`config.mk`:
```
export PLATFORM = sky130hd
export DESIGN_NAME = tone_gen_flat
export DESIGN_NICKNAME = d
export VERILOG_FILES = /design/src/rtl/tone_pkg.sv /design/src/rtl/tone_gen_if.sv /design/src/rtl/tone_div_counter.sv /design/src/rtl/tone_gen.sv /design/src/flat_wrapper.sv
export SDC_FILE = /design/constraint.sdc
export NUM_CORES = 1
export LEC_CHECK = 0
export ABC_AREA = 1
export CELL_PAD_IN_SITES_DETAIL_PLACEMENT = 2
export CELL_PAD_IN_SITES_GLOBAL_PLACEMENT = 2
export CORE_ASPECT_RATIO = 2
export CORE_MARGIN = 8
export CORE_UTILIZATION = 34
export DETAILED_ROUTE_END_ITERATION = 8
export GPL_TIMING_DRIVEN = 0
export PLACE_DENSITY = 0.95
export SLEW_MARGIN = 10
export SYNTH_ARGS = -nofsm -noshare
export SYNTH_HDL_FRONTEND = slang
export SYNTH_HIERARCHICAL = 1
export SYNTH_SLANG_ARGS = --single-unit
```
`constraint.sdc`:
```
create_clock -name clk -period 4.2 [get_ports clk]
set_clock_uncertainty 0.2 [all_clocks]
set_input_delay 0.84 -clock clk [delete_from_list [all_inputs] [get_ports clk]]
set_output_delay 0.84 -clock clk [all_outputs]
set_load 0.03 [all_outputs]
```
`src/rtl/tone_pkg.sv`:
```
// Shared types and constants for the buzzer tone generator.
// Optional mute input is enabled with the TONE_MUTE_EN macro.
package tone_pkg;
  localparam int CNT_W_DEFAULT = 52;
  localparam int SILENCE       = 0;

  typedef enum logic [1:0] {IDLE, HIGH, LOW} tone_state_e;
endpackage

```
`src/rtl/tone_gen_if.sv`:
```
// Tone generator bus: divider value, gating inputs and buzzer outputs.
// The mute input exists only when TONE_MUTE_EN is defined.
interface tone_gen_if #(parameter int CNT_W = tone_pkg::CNT_W_DEFAULT);
  logic [CNT_W-1:0] half_period;
  logic             gate;
  logic             continuo;
`ifdef TONE_MUTE_EN
  logic             mute;
`endif
  logic             audio_out;
  logic             busy;
  logic             tone_start;

`ifdef TONE_MUTE_EN
  modport master (output half_period, gate, continuo, mute,
                  input  audio_out, busy, tone_start);
  modport slave  (input  half_period, gate, continuo, mute,
                  output audio_out, busy, tone_start);
`else
  modport master (output half_period, gate, continuo,
                  input  audio_out, busy, tone_start);
  modport slave  (input  half_period, gate, continuo,
                  output audio_out, busy, tone_start);
`endif
endinterface

```
`src/rtl/tone_div_counter.sv`:
```
// Loadable down-counter that measures one half wave; holds at zero when idle.
module tone_div_counter
  import tone_pkg::*;
#(
  parameter int CNT_W = CNT_W_DEFAULT
) (
  input  logic             clk,
  input  logic             reset,
  input  logic             load,
  input  logic [CNT_W-1:0] load_val,
  output logic             zero
);
  logic [CNT_W-1:0] cnt_q, cnt_d;

  always_comb begin
    cnt_d = cnt_q;
    if (load)                   cnt_d = load_val;
    else if (cnt_q != '0)       cnt_d = cnt_q - CNT_W'(1);
  end

  always_ff @(posedge clk) begin
    if (reset) cnt_q <= '0;
    else       cnt_q <= cnt_d;
  end

  assign zero = (cnt_q == '0);
endmodule

```
`src/rtl/tone_gen.sv`:
```
// Glitch-free square-wave generator for the buzzer; period and gate changes
// only land on full-period boundaries. Mute input under TONE_MUTE_EN.
module tone_gen
  import tone_pkg::*;
#(
  parameter int CNT_W = CNT_W_DEFAULT
) (
  input  logic        clk,
  input  logic        reset,
  tone_gen_if.slave   bus
);
  tone_state_e      state_q, state_d;
  logic [CNT_W-1:0] per_q, per_d;
  logic             audio_out_q, audio_out_d;
  logic             busy_q, busy_d;
  logic             tone_start_q, tone_start_d;
  logic             run;
  logic             load;
  logic [CNT_W-1:0] load_val;
  logic             zero;

  always_comb begin
    run = (bus.gate | bus.continuo) & (bus.half_period != CNT_W'(SILENCE));
`ifdef TONE_MUTE_EN
    run = run & ~bus.mute;
`endif
  end

  always_comb begin
    state_d      = state_q;
    per_d        = per_q;
    load         = 1'b0;
    load_val     = per_q - CNT_W'(1);
    tone_start_d = 1'b0;
    case (state_q)
      IDLE: if (run) begin
        per_d        = bus.half_period;
        load         = 1'b1;
        load_val     = bus.half_period - CNT_W'(1);
        state_d      = HIGH;
        tone_start_d = 1'b1;
      end
      HIGH: if (zero) begin
        load    = 1'b1;
        state_d = LOW;
      end
      LOW: if (zero) begin
        // New period is only accepted here, so a half wave is never cut short.
        if (run) begin
          per_d    = bus.half_period;
          load     = 1'b1;
          load_val = bus.half_period - CNT_W'(1);
          state_d  = HIGH;
        end else begin
          state_d  = IDLE;
        end
      end
      default: state_d = IDLE;
    endcase
    audio_out_d = (state_d == HIGH);
    busy_d      = (state_d != IDLE);
  end

  always_ff @(posedge clk) begin
    if (reset) begin
      state_q      <= IDLE;
      per_q        <= '0;
      audio_out_q  <= 1'b0;
      busy_q       <= 1'b0;
      tone_start_q <= 1'b0;
    end else begin
      state_q      <= state_d;
      per_q        <= per_d;
      audio_out_q  <= audio_out_d;
      busy_q       <= busy_d;
      tone_start_q <= tone_start_d;
    end
  end

  tone_div_counter #(.CNT_W(CNT_W)) u_div (
    .clk      (clk),
    .reset    (reset),
    .load     (load),
    .load_val (load_val),
    .zero     (zero)
  );

  assign bus.audio_out  = audio_out_q;
  assign bus.busy       = busy_q;
  assign bus.tone_start = tone_start_q;
endmodule

```
`src/flat_wrapper.sv`:
```
// flat-port wrapper written by rule: the top's interface ports become plain ports
module tone_gen_flat import tone_pkg::*;
#(
  parameter int CNT_W = CNT_W_DEFAULT
)
  (clk, reset, bus_half_period, bus_gate, bus_continuo, bus_audio_out, bus_busy, bus_tone_start);
  tone_gen_if #(.CNT_W(CNT_W)) bus_i ();
  input  logic clk;
  input  logic reset;
  input wire logic [$bits(bus_i.half_period)-1:0] bus_half_period;
  input wire logic [$bits(bus_i.gate)-1:0] bus_gate;
  input wire logic [$bits(bus_i.continuo)-1:0] bus_continuo;
  output wire logic [$bits(bus_i.audio_out)-1:0] bus_audio_out;
  output wire logic [$bits(bus_i.busy)-1:0] bus_busy;
  output wire logic [$bits(bus_i.tone_start)-1:0] bus_tone_start;
  assign bus_i.half_period = bus_half_period;
  assign bus_i.gate = bus_gate;
  assign bus_i.continuo = bus_continuo;
  assign bus_audio_out = bus_i.audio_out;
  assign bus_busy = bus_i.busy;
  assign bus_tone_start = bus_i.tone_start;
  tone_gen #(.CNT_W(CNT_W)) u_core (.clk(clk), .reset(reset), .bus(bus_i));
endmodule
```
==> flow_summary.ini <==
[status]
status = completed

[clocking]
numCtsBuffers = 9
clock-sinks = 109
insertion_delay_ns = 0.40
hold_buffers = 0
htree_levels = 3
cts_tree = done
root_buffer = clkbuf_16
cts_buffer_depth = 2
clk_pin_slew_ns = 0.09

[layout]
syn_to_final_growth_pct = 14.4
final_cell_mix = nand2_1, nor2_1, inv_1
final_common_cell = nand2_1
nets = 1879
multiInputGateArea_sq_um = 6510
nFillCells = 3716
drive_gt1_share_pct = 6.20
fin_cells = 2179
diodes = 0
seq_area_sq_um = 2180

[global_routing]
grt_pass1_vias = 13400
overflow = 0
antenna_found_initial = 0
grt_max_degree = 18
track_usage_pct = 31.0
grt_pass1_wl_mm = 78.6

[critical_path]
required_ns = 4.31
end_kind = register
cp_cell_sequence = clkdlybuf4s50_1 -> nor2_2 -> nand2_1 -> nor2_1 -> nand2_1 -> nor2_2 -> nand2_2 -> nand3_4 -> buf_6 -> buf_2 -> nand2_1 -> buf_2 -> clkinvlp_4 -> nand2_4 -> inv_4 -> buf_6 -> nand2_1 -> a21oi_1
crit_buf_inv = 7
cpPeakStageDelay_ns = 0.59
crit_family = buffers and inverters
critPathSlowestCell = clkdlybuf4s50_1
crit_top_cell = nand2_1
arrival_ns = 4.23
cp_max_fo = 10
cp-start-kind = primary input
crit_type = primary input to register

[floorplanning]
core_area_sq_um = 27900
die_x_um = 134
initial_core_util_pct = 34.2
die-area_sq_um = 34000
die_height_um = 253
ios = 59
rows = 87

[hold_path]
min_path_type = register to register

[detailed_routing]
num_vias = 12100
drtPass1Iterations = 5
drt_iter0_markers = 657
finalWirelength_mm = 52.9
drc = 0
via_per_inst = 5.57
drtAntennaViolNets = 0
wl_per_cell_um = 24.3

[placed_design]
gp_congestion = 0.959
dp_slack_ns = -0.528
place_hpwl_mm = 42.6
dp_cells = 2161
io_buffers = 58

[power_and_ir_drop]
vdd_drop_max_uv = 201
fin_total_pwr_uw = 3770
pwr-share-clk_pct = 26.5
p_int_uw = 2090
pwr-share-seq_pct = 33.1
leakage_uw = 0.00503
switching_power_uw = 1680
swShare_pct = 44.7
pwr_density_cell_nw_per_um2 = 346
p_comb_share_pct = 40.4

[logic_synthesis]
synth.avg_cell_area_sq_um = 5.46
synth-xor-area-share_pct = 7.26
ys_warn_count = 6
syn_area_sq_um = 9540
yosys-top-cells-area = nand2_1, dfxtp_1, nor2_1, inv_1, xor2_1
synthSimpleGateAreaFrac_pct = 53.6
synth.largest_area_cell = nand2_1
seq_area_frac_synth_pct = 22.9
muxShareOfSynthArea_pct = 0.105
syn_nets = 1808
synth_cell_types = 38
yosysTopAreaCellShare_pct = 23.6
synth_fa_ha_area_share_pct = 0.656
syn_inst = 1747
synth_top_family_by_area = simple AND/OR/NAND/NOR gates
synth_compound_area_share_pct = 6.56
ys_seq_elements = 109

[timing]
min_period_ns = 4.12
fin_crit_sh_pct = 98.1
fmax_mhz = 243
worst_slack_ns = 0.0791
slew_violations = 0
fin_tns_setup_ns = 0
worst_slew_pin_slew_ns = 0.924
finalHoldViolations = 0
relSlewSlack_pct = 38.4
setup_viol = 0

[run]
maxCapViolations = 0
[path summary, 6_finish.rpt]
path | depth (start not counted) | slack, ns | startpoint | endpoint
max reg2reg | 17 | 0.24 | u_core/u_div/cnt_q[8] | u_core/u_div/cnt_q[26]
max | 18 | 0.08 | bus_half_period[22] | u_core/u_div/cnt_q[25]
min reg2reg | 2 | 0.32 | u_core/u_div/cnt_q[0] | u_core/u_div/cnt_q[0]
min | 2 | 0.32 | u_core/u_div/cnt_q[0] | u_core/u_div/cnt_q[0]
[worst min-delay path: cells and delay by family, from the launching register on]
kind             cells  cell delay (ns)
AND/OR/NAND/NOR      1             0.08
flip-flops           1             0.33
AO/OA/AOI/OAI        1             0.07
[repair_timing]
action / in CTS / in global routing
buffers inserted: 0 / 2
endpoints found under the setup margin: 28 / 48
gates resized for setup: 1 / 4
pin swaps: 0 / 0
[cell families after synthesis]
kind of cell / count (synthesis)
AO/OA/AOI/OAI: 114
XOR/XNOR: 79
adder cells (fa/ha/maj): 5
buffers and inverters: 205
flip-flops: 109
multiplexers: 1
AND/OR/NAND/NOR: 1234
[layer usage]
metal / global-route usage, % / share of wire (%) / routed length (um) / vias up
li1: - / - / - / 5538
met1: 33.1 / 39 / 20700 / 6016
met2: 53.1 / 49 / 25700 / 413
met3: 4.31 / 3.7 / 1960 / 177
met4: 25.3 / 8.6 / 4550 / 0
met5: 0 / 0 / 0 / -
[through the flow]
stage          util (%)  hold WS, ns  area, sq um
2_1_floorplan         -        0.220         9540
3_3_place_gp       37.9        0.272        10600
3_5_place_dp       37.9        0.299        10600
4_1_cts            39.0        0.311        10900
5_1_grt            39.2        0.329        10900
6_report           39.2        0.322        10900
[cells in the mapped netlist, drive strengths merged]
library cell,instances
clkbuf,14
or2,3
inv,161
nor2,450
dfxtp,109
nor4,1
ha,5
xor2,60
o21a,2
and2,12
o21bai,1
a21oi,57
nand4,18
nor3,12
o21ai,50
nand3,104
a21boi,2
a31o,1
buf,30
nand3b,13
mux2i,1
nand2,621
xnor2,19
a31oi,1
[cell type report]
| class | instances | area share, % |
|---|---|---|
| sequential | 109 | 20.0 |
| clock inverter | 5 | 0.768 |
| inverter | 161 | 5.60 |
| buffer | 44 | 2.28 |
| clock buffer | 11 | 2.13 |
| multi-input combinational | 1433 | 59.7 |
| timing repair buffer | 60 | 5.46 |
| tap | 356 | 4.08 |
[flip-flops by register name, indices dropped and copies added (netlist names)]
signal,cells
u_core/per_q,52
u_core/u_div/cnt_q,52
u_core/state_q,2
u_core/bus.audio_out,1
u_core/bus.tone_start,1
u_core/bus.busy,1
[power by group through the flow]
| stage | logic (uW) | clock network [uW] | registers (uW) |
|---|---|---|---|
| final | 1520 | 999 | 1250 |
| after global routing | 1630 | 1040 | 1260 |
| after CTS | 1490 | 1010 | 1250 |
| after detailed placement | 1450 | 0 | 1270 |
| after global placement | 1350 | 0 | 1260 |
| after floorplan | 904 | 0 | 1230 |
Power figures use the tool's default switching activity.
